$ cat src/rtl/score_sprite_reader_pkg.sv
// ----------------------------------------------------------------------------
// score_sprite_reader_pkg
//   Shared constants, types and helpers for the score sprite reader.
//   - Sprite geometry (SPR_W x SPR_H) and ROM depth.
//   - Score ceiling shown on screen (MAX_SCORE).
//   - Converter FSM state encoding.
//   - bcd3_t: three packed BCD nibbles, index 2 = hundreds, 0 = ones.
//   - dabble_step(): one double-dabble iteration (adjust, then shift).
//   - clamp_score(): saturate a binary score at MAX_SCORE.
// ----------------------------------------------------------------------------
package score_sprite_reader_pkg;

   localparam int SPR_W     = 20;
   localparam int SPR_H     = 20;
   localparam int SPR_DEPTH = SPR_W * SPR_H;
   localparam int MAX_SCORE = 999;
   localparam int DIGITS    = 3;
   localparam int BIN_W     = 10;

   typedef enum logic [1:0] {
      IDLE = 2'd0,
      CONV = 2'd1,
      LOAD = 2'd2
   } conv_state_t;

   typedef logic [DIGITS-1:0][3:0] bcd3_t;

   // Every nibble >= 5 gets +3 so the following left shift carries a
   // decimal ten into the next nibble; the new binary bit enters at bit 0.
   function automatic bcd3_t dabble_step(input bcd3_t acc, input logic in_bit);
      bcd3_t       adj;
      logic [12:0] shifted;
      for (int i = 0; i < DIGITS; i++) begin
         adj[i] = (acc[i] >= 4'd5) ? acc[i] + 4'd3 : acc[i];
      end
      shifted = {adj, in_bit};
      return shifted[11:0];
   endfunction

   function automatic logic [BIN_W-1:0] clamp_score(input logic [BIN_W-1:0] s);
      return (s > BIN_W'(MAX_SCORE)) ? BIN_W'(MAX_SCORE) : s;
   endfunction

endpackage

$ cat src/rtl/score_sprite_reader_if.sv
// ----------------------------------------------------------------------------
// score_sprite_reader_if
//   Read bus between the score reader and the ten digit sprite ROMs.
//   o_numberaddr  10  sprite address, row*SPR_W + col
//   o_digit_sel    4  BCD digit selecting which ROM the parent muxes in
//   i_numberdata   8  muxed ROM data, one cycle after the address
//   master = score reader, slave = ROM side.
// ----------------------------------------------------------------------------
interface score_sprite_reader_if;

   logic [9:0] o_numberaddr;
   logic [3:0] o_digit_sel;
   logic [7:0] i_numberdata;

   modport master (
      output o_numberaddr,
      output o_digit_sel,
      input  i_numberdata
   );

   modport slave (
      input  o_numberaddr,
      input  o_digit_sel,
      output i_numberdata
   );

endinterface

$ cat src/rtl/score_sprite_reader_bin2bcd_seq.sv
// ----------------------------------------------------------------------------
// score_sprite_reader_bin2bcd_seq
//   Sequential double-dabble converter, one binary bit per cycle.
//   i_clk2  in   pixel clock
//   i_rst   in   synchronous active-high reset
//   start   in   begin (or restart) a conversion of bin
//   bin     in   10-bit binary score, clamped to MAX_SCORE on start
//   busy    out  converter is in CONV or LOAD
//   done    out  high for the LOAD cycle; bcd is valid while done
//   bcd     out  accumulator, three BCD nibbles
// ----------------------------------------------------------------------------
module score_sprite_reader_bin2bcd_seq
   import score_sprite_reader_pkg::*;
(
   input  logic             i_clk2,
   input  logic             i_rst,
   input  logic             start,
   input  logic [BIN_W-1:0] bin,
   output logic             busy,
   output logic             done,
   output bcd3_t            bcd
);

   conv_state_t      state;
   logic [BIN_W-1:0] shift;
   bcd3_t            acc;
   logic [3:0]       bit_cnt;

   // NOTE: every register here is assigned with <= so all of them update from
   // the same pre-edge values; a blocking = would let acc see this cycle's
   // shift instead of last cycle's.
   always_ff @(posedge i_clk2) begin
      if (i_rst) begin
         state   <= IDLE;
         shift   <= '0;
         acc     <= '0;
         bit_cnt <= '0;
      end else if (start) begin
         // A new pulse always wins, even mid-conversion.
         state   <= CONV;
         shift   <= clamp_score(bin);
         acc     <= '0;
         bit_cnt <= '0;
      end else begin
         case (state)
            IDLE: state <= IDLE;
            CONV: begin
               acc     <= dabble_step(acc, shift[BIN_W-1]);
               shift   <= {shift[BIN_W-2:0], 1'b0};
               bit_cnt <= bit_cnt + 4'd1;
               if (bit_cnt == 4'(BIN_W - 1)) begin
                  state <= LOAD;
               end
            end
            LOAD:    state <= IDLE;
            default: state <= IDLE;
         endcase
      end
   end

   assign busy = (state != IDLE);
   assign done = (state == LOAD);
   assign bcd  = acc;

endmodule

$ cat src/rtl/score_sprite_reader.sv
// ----------------------------------------------------------------------------
// score_sprite_reader
//   Draws the 3-digit score from the digit sprite ROMs. The score is converted
//   to BCD once per frame during vblank; each pixel is mapped to a cell, a
//   ROM address and a digit select, and the ROM's registered read is absorbed
//   by a fixed 3-cycle alignment pipeline.
//   i_clk2         in   pixel clock
//   i_rst          in   synchronous active-high reset
//   i_x, i_y       in   current pixel position
//   i_active       in   visible-area flag for (i_x, i_y)
//   i_frame_start  in   1-cycle pulse at start of vblank
//   i_score        in   binary score, sampled on i_frame_start
//   rom            bus  o_numberaddr / o_digit_sel out, i_numberdata in
//   o_pixel        out  sprite pixel, 0 when o_hit = 0
//   o_hit          out  opaque score pixel
//   o_active_d     out  i_active aligned with o_pixel / o_hit
// ----------------------------------------------------------------------------
module score_sprite_reader
   import score_sprite_reader_pkg::*;
#(
   parameter logic [9:0] X0          = 10'd560,
   parameter logic [9:0] Y0          = 10'd16,
   parameter int         GAP         = 4,
   parameter logic [7:0] TRANSPARENT = 8'h00,
   parameter bit         LEAD_BLANK  = 1'b1
) (
   input  logic                         i_clk2,
   input  logic                         i_rst,
   input  logic [9:0]                   i_x,
   input  logic [9:0]                   i_y,
   input  logic                         i_active,
   input  logic                         i_frame_start,
   input  logic [9:0]                   i_score,
   score_sprite_reader_if.master        rom,
   output logic [7:0]                   o_pixel,
   output logic                         o_hit,
   output logic                         o_active_d
);

   localparam int STRIDE = SPR_W + GAP;

   bcd3_t                   conv_bcd;
   logic                    conv_done;
   logic                    conv_busy_unused;
   bcd3_t                   digits;

   logic [DIGITS-1:0]       in_cell;
   logic [DIGITS-1:0][9:0]  cell_col;
   logic [DIGITS-1:0]       blank;
   logic                    lead_zero;
   logic                    in_rows;
   logic [9:0]              row;
   logic [9:0]              s1_col;
   logic [3:0]              s1_sel;
   logic                    s1_hit;
   logic [9:0]              addr_calc;

   logic                    hit_s1, act_s1, hit_s2, act_s2;
   logic                    opaque;

   score_sprite_reader_bin2bcd_seq u_bin2bcd (
      .i_clk2 (i_clk2),
      .i_rst  (i_rst),
      .start  (i_frame_start),
      .bin    (i_score),
      .busy   (conv_busy_unused),
      .done   (conv_done),
      .bcd    (conv_bcd)
   );

   // One comparator pair per cell; cell bounds are elaboration constants.
   for (genvar k = 0; k < DIGITS; k++) begin : g_cell
      localparam logic [9:0] BASE  = 10'(int'(X0) + k * STRIDE);
      localparam logic [9:0] LIMIT = 10'(int'(X0) + k * STRIDE + SPR_W);
      assign in_cell[k]  = (i_x >= BASE) && (i_x < LIMIT);
      assign cell_col[k] = i_x - BASE;
   end

   // Leading-zero blanking: cell k (k = 0 is hundreds) is blank when it and
   // every more significant digit are zero. The ones cell is never blanked.
   // NOTE: every variable gets a value before any conditional logic in this
   // block, so no path leaves one unassigned and no latch is inferred.
   always_comb begin
      blank     = '0;
      lead_zero = 1'b1;
      for (int k = 0; k < DIGITS - 1; k++) begin
         lead_zero = lead_zero && (digits[DIGITS-1-k] == 4'd0);
         blank[k]  = LEAD_BLANK && lead_zero;
      end
   end

   always_comb begin
      s1_hit = 1'b0;
      s1_col = '0;
      s1_sel = '0;
      for (int k = 0; k < DIGITS; k++) begin
         if (in_cell[k] && !blank[k]) begin
            s1_hit = 1'b1;
            s1_col = cell_col[k];
            s1_sel = digits[DIGITS-1-k];
         end
      end
      in_rows   = (i_y >= Y0) && (i_y < Y0 + 10'(SPR_H));
      s1_hit    = s1_hit && in_rows && i_active;
      row       = i_y - Y0;
      // row*20 as shift-and-add; holds only for SPR_W = 20.
      addr_calc = (row << 4) + (row << 2) + s1_col;
   end

   assign opaque = hit_s2 && (rom.i_numberdata != TRANSPARENT);

   always_ff @(posedge i_clk2) begin
      if (i_rst) begin
         digits           <= '0;
         rom.o_numberaddr <= '0;
         rom.o_digit_sel  <= '0;
         hit_s1           <= 1'b0;
         act_s1           <= 1'b0;
         hit_s2           <= 1'b0;
         act_s2           <= 1'b0;
         o_pixel          <= '0;
         o_hit            <= 1'b0;
         o_active_d       <= 1'b0;
      end else begin
         // Display digits only change when a conversion completes.
         if (conv_done) begin
            digits <= conv_bcd;
         end
         // Stage 1: address and select, zero outside a hit.
         rom.o_numberaddr <= s1_hit ? addr_calc : '0;
         rom.o_digit_sel  <= s1_hit ? s1_sel : '0;
         hit_s1           <= s1_hit;
         act_s1           <= i_active;
         // Stage 2: ROM is reading; carry the flags alongside it.
         hit_s2           <= hit_s1;
         act_s2           <= act_s1;
         // Stage 3: ROM data is valid, qualify it.
         o_hit            <= opaque;
         o_pixel          <= opaque ? rom.i_numberdata : '0;
         o_active_d       <= act_s2;
      end
   end

endmodule

$ cat src/flat_wrapper.sv
// flat-port wrapper written by rule: the top's interface ports become plain ports
module score_sprite_reader_flat import score_sprite_reader_pkg::*;
#(
   parameter logic [9:0] X0          = 10'd560,
   parameter logic [9:0] Y0          = 10'd16,
   parameter int         GAP         = 4,
   parameter logic [7:0] TRANSPARENT = 8'h00,
   parameter bit         LEAD_BLANK  = 1'b1
)
  (i_clk2, i_rst, i_x, i_y, i_active, i_frame_start, i_score, o_pixel, o_hit, o_active_d, rom_o_numberaddr, rom_o_digit_sel, rom_i_numberdata);
  score_sprite_reader_if rom_i ();
  input  logic i_clk2;
  input  logic i_rst;
  input  logic [9:0] i_x;
  input  logic [9:0] i_y;
  input  logic i_active;
  input  logic i_frame_start;
  input  logic [9:0] i_score;
  output logic [7:0] o_pixel;
  output logic o_hit;
  output logic o_active_d;
  output wire logic [$bits(rom_i.o_numberaddr)-1:0] rom_o_numberaddr;
  output wire logic [$bits(rom_i.o_digit_sel)-1:0] rom_o_digit_sel;
  input wire logic [$bits(rom_i.i_numberdata)-1:0] rom_i_numberdata;
  assign rom_o_numberaddr = rom_i.o_numberaddr;
  assign rom_o_digit_sel = rom_i.o_digit_sel;
  assign rom_i.i_numberdata = rom_i_numberdata;
  score_sprite_reader #(.X0(X0), .Y0(Y0), .GAP(GAP), .TRANSPARENT(TRANSPARENT), .LEAD_BLANK(LEAD_BLANK)) u_core (.i_clk2(i_clk2), .i_rst(i_rst), .i_x(i_x), .i_y(i_y), .i_active(i_active), .i_frame_start(i_frame_start), .i_score(i_score), .rom(rom_i), .o_pixel(o_pixel), .o_hit(o_hit), .o_active_d(o_active_d));
endmodule
$ cat config.mk
export PLATFORM = sky130hd
export DESIGN_NAME = score_sprite_reader_flat
export DESIGN_NICKNAME = d
export VERILOG_FILES = /design/src/rtl/score_sprite_reader_pkg.sv /design/src/rtl/score_sprite_reader_if.sv /design/src/rtl/score_sprite_reader_bin2bcd_seq.sv /design/src/rtl/score_sprite_reader.sv /design/src/flat_wrapper.sv
export SDC_FILE = /design/constraint.sdc
export NUM_CORES = 1
export LEC_CHECK = 0
export CORE_ASPECT_RATIO = 1.1
export CORE_MARGIN = 10
export CORE_UTILIZATION = 47
export DETAILED_ROUTE_END_ITERATION = 10
export PLACE_DENSITY = 0.78
export RECOVER_POWER = 100
export SETUP_SLACK_MARGIN = 0.2
export SLEW_MARGIN = 25
export SYNTH_ARGS = -nofsm -noshare
export SYNTH_HDL_FRONTEND = slang
export SYNTH_SLANG_ARGS = --single-unit
$ cat constraint.sdc
create_clock -name i_clk2 -period 3.85 [get_ports i_clk2]
set_input_delay 0.77 -clock i_clk2 [delete_from_list [all_inputs] [get_ports i_clk2]]
set_output_delay 0.77 -clock i_clk2 [all_outputs]
set_load 0.05 [all_outputs]
==> impl_metrics.csv <==
group,metric,value,unit
outcome,status,"finished, final reports clean",
hold_path,min_path_type,"reg -> reg",
clocking,numCtsBuffers,9,
logic_synthesis,synth_top_family_by_area,"simple AND/OR/NAND/NOR gates",
timing,hold_viol,0,
logic_synthesis,netlist_area,0.00360,mm²
logic_synthesis,syn_avg_cell_area,8.19,µm²
timing,finalSetupViolations,0,
logic_synthesis,ys_ff_latch,68,
worst_setup_path,crit_type,"in -> reg",
timing,relSlewSlack,16.9,%
logic_synthesis,synth_edf_count,0,
placed_design,dp.cells,629,
floorplan,ios,66,
floorplan,rows,33,
worst_setup_path,startpoint_type,"primary input",
timing,fin_skew,0.0109,ns
logic_synthesis,synth_seq_area_share,37.9,%
timing,finalCritPeriodShare,94.5,%
flow_run,maxCapViolCount,0,
power_and_ir_drop,p_seq_share,47.4,%
logic_synthesis,synthesis.nets,517,
routing,viasPerCell,5.15,
routing,route.detailed.drc,0,
logic_synthesis,synthArstFlopShare,0,%
clocking,clk_pin_slew,0.08,ns
final_layout,antenna_cells,0,
logic_synthesis,synthDominantAreaCellType,"dfxtp_1",
timing,fmax,275,MHz
routing,initialDrtViolationCount,157,
placed_design,post_dp_cell_area,0.00461,mm²
power_and_ir_drop,power_density,305,mW/mm²
timing,finalWorstSetupSlack,0.213,ns
routing,wl,9290,µm
global_routing,grt_pass1_wl,14700,µm
worst_setup_path,end_kind,"flip-flop",
timing,worst_pin_slew,1.25,ns
final_layout,finalNetCount,618,
logic_synthesis,synth_warnings,0,
timing,slew_viol_final,0,
floorplan,fp.dieW,103,µm
final_layout,num-fill-cells,591,
clocking,cts_hold_buf,0,
floorplan,initial_core_util,48.1,%
logic_synthesis,synth_area_leaders,"dfxtp_1 38%, ha_1 10%, a21oi_1 7.4%",
power_and_ir_drop,p_sw,0.426,mW
global_routing,track_usage,15.4,%
routing,ant_nets,0,
final_layout,final_core_util,66.4,%
worst_setup_path,reg2reg_slack,0.56,ns
global_routing,antenna_found_initial,0,
logic_synthesis,ys.flop_type,"dfxtp_1",
clocking,cts.sinks,68,
worst_setup_path,cp_data_arrival_time,3.86,ns
routing,firstDrtPassIters,4,
logic_synthesis,yosys.area_share.simple,22.8,%
power_and_ir_drop,clockPowerShare,34.7,%
worst_setup_path,cp_max_fo,7,
placed_design,io_buffers,65,
timing,grt_setup_unrepaired,"yes",
clocking,clock_latency,0.35,ns
final_layout,area_delta_synth_final,38.0,%
logic_synthesis,synthMuxAreaShare,0,%
logic_synthesis,synth-xor-area-share,5.01,%
routing,wl_per_cell,14.3,µm
power_and_ir_drop,swShare,28.1,%
global_routing,grt_max_degree,30,
power_and_ir_drop,vdd_drop_max,0.219,mV
worst_setup_path,required,4.08,ns
final_layout,layout-drive-gt1-share,17.4,%
timing,fin_crit,3.64,ns
power_and_ir_drop,power_frac_comb,17.8,%
timing,tns,0,ns
power_and_ir_drop,leakagePower,2.09,nW
floorplan,die_area,0.0116,mm²
floorplan,coreArea,0.00747,mm²
final_layout,final_area,0.00496,mm²
clocking,cts_tree,"built",
logic_synthesis,synthAdderAreaFrac,13.8,%
global_routing,grt_overflow,0,
routing,vias,3345,
logic_synthesis,synth_compound_area_share,14.5,%
placed_design,dpl_worst_slack,-0.590,ns
clocking,cts_root_buffer,"clkbuf_8",
power_and_ir_drop,p_int,1.09,mW
clocking,cts.path.max_buffers,2,
logic_synthesis,synthCells,439,
placed_design,place_hpwl,6770,µm
clocking,htreeDepth,3,
global_routing,grt_pass1_vias,3264,
placed_design,gp_congestion,0.869,
logic_synthesis,yosysUniqueCellTypes,47,
final_layout,instances_no_fill,650,
logic_synthesis,synth_top_area_share,37.9,%
floorplan,fp.dieH,112,µm
flip-flops by register name (all words and copies together), names as in the netlist:
signal	cells
u_core.act_s2	1
u_core.rom.o_numberaddr	10
u_core.act_s1	1
u_core.digits	12
u_core.u_bin2bcd.state	2
u_core.rom.o_digit_sel	4
u_core.hit_s1	1
u_core.o_hit	1
u_core.hit_s2	1
u_core.o_active_d	1
u_core.u_bin2bcd.shift	10
u_core.u_bin2bcd.bcd	12
u_core.o_pixel	8
u_core.u_bin2bcd.bit_cnt	4
critical path: stages:
cell and delay (ns):
buf_8 0.09, buf_6 0.12, ha_2 0.19, nor4b_4 0.21
a22oi_2 0.10, or2_4 0.29, buf_4 0.15, o21ai_2 0.13
fa_1 0.44, buf_4 0.16, fa_2 0.38, nor2b_1 0.23
nor3_2 0.08, o21bai_1 0.16, a21oi_1 0.10, xnor3_1 0.20
nor2_1 0.04
stage by stage:
stage / power (mW) / hold slack, ns
final: 1.51 / 0.444
after global routing: 1.58 / 0.468
after CTS: 1.51 / 0.454
after detailed placement: 0.983 / 0.429
after global placement: 0.972 / 0.427
after floorplan: 0.866 / 0.414
area by class of cell:
cell class                 count  area, µm²  share of cell area, %
clock buffer                   9        124                   2.50
clock inverter                 7       51.3                   1.03
inverter                      33        131                   2.65
multi-input combinational    318       2180                   44.0
sequential                    68       1360                   27.4
tap                          105        131                   2.65
timing repair buffer         110        981                   19.8
layer usage:
metal	share of wire (%)	vias to the layer above	global-route usage (%)
met5	0	-	0
met2	49	93	26.4
met1	43	1574	17.8
met4	2.1	0	6.87
met3	5.8	17	3.15
li1	-	1661	-
Yosys cell counts (2+ instances only):
library cell  count
dfxtp_1          68
nand2_1          64
a21oi_1          53
nor2_1           38
inv_1            33
ha_1             30
nor3_1           18
o21ai_0          17
clkbuf_1         14
and2_1           12
xnor2_1          11
nor2b_1          10
nand2b_1          7
xor2_1            7
fa_1              6
a221oi_1          4
nand3_1           4
nor4_1            4
a211oi_1          3
nand4_1           3
o21bai_1          3
buf_1             2
buf_4             2
o21a_1            2
or2_2             2
final timing paths:
check,depth (start not counted),endpoint,startpoint
worst max-delay path,17,u_core.rom.o_numberaddr[9],i_x[5]
worst min-delay path,1,u_core.hit_s2,u_core.hit_s1
worst max register to register,15,u_core.rom.o_numberaddr[9],u_core.digits[10]
worst min register to register,1,u_core.hit_s2,u_core.hit_s1
layout by cell type, fill, tap and decap left out, types with 4 or more instances in the layout:
cell and n:
ha_1 25, nand3_1 4, nor2b_1 10, o21ai_0 15, clkbuf_8 9, dlygate4sd3_1 25, nor3_1 16, fa_1 5
inv_1 29, xnor2_1 11, nand2b_1 7, a221oi_1 4, buf_4 41, xor2_1 7, and2_0 4, a21oi_1 51
and2_1 6, nand2_1 64, nor2_1 38, dfxtp_1 68, clkdlybuf4s50_1 30, nor4_1 4, clkbuf_2 5
power by group through the flow:
| stage | Combinational [mW] | Clock, mW | Sequential [mW] |
|---|---|---|---|
| 6_report | 0.270 | 0.526 | 0.718 |
| 5_1_grt | 0.295 | 0.564 | 0.719 |
| 4_1_cts | 0.251 | 0.537 | 0.718 |
| 3_5_place_dp | 0.248 | 0 | 0.734 |
| 3_3_place_gp | 0.238 | 0 | 0.734 |
| 2_1_floorplan | 0.132 | 0 | 0.734 |
cells by family after synthesis:
group	after synthesis
fa+ha+maj	36
xor+xnor	19
compound gates	92
flops	68
buf+inv	53
simple gates	171
repair_timing:
item,in CTS,in global routing
cloned,0,0
pin swaps,15,19
endpoints found under the setup margin,4,4
buffers inserted,1,4
resized for setup,19,48
(Power assumes the default switching activity.)
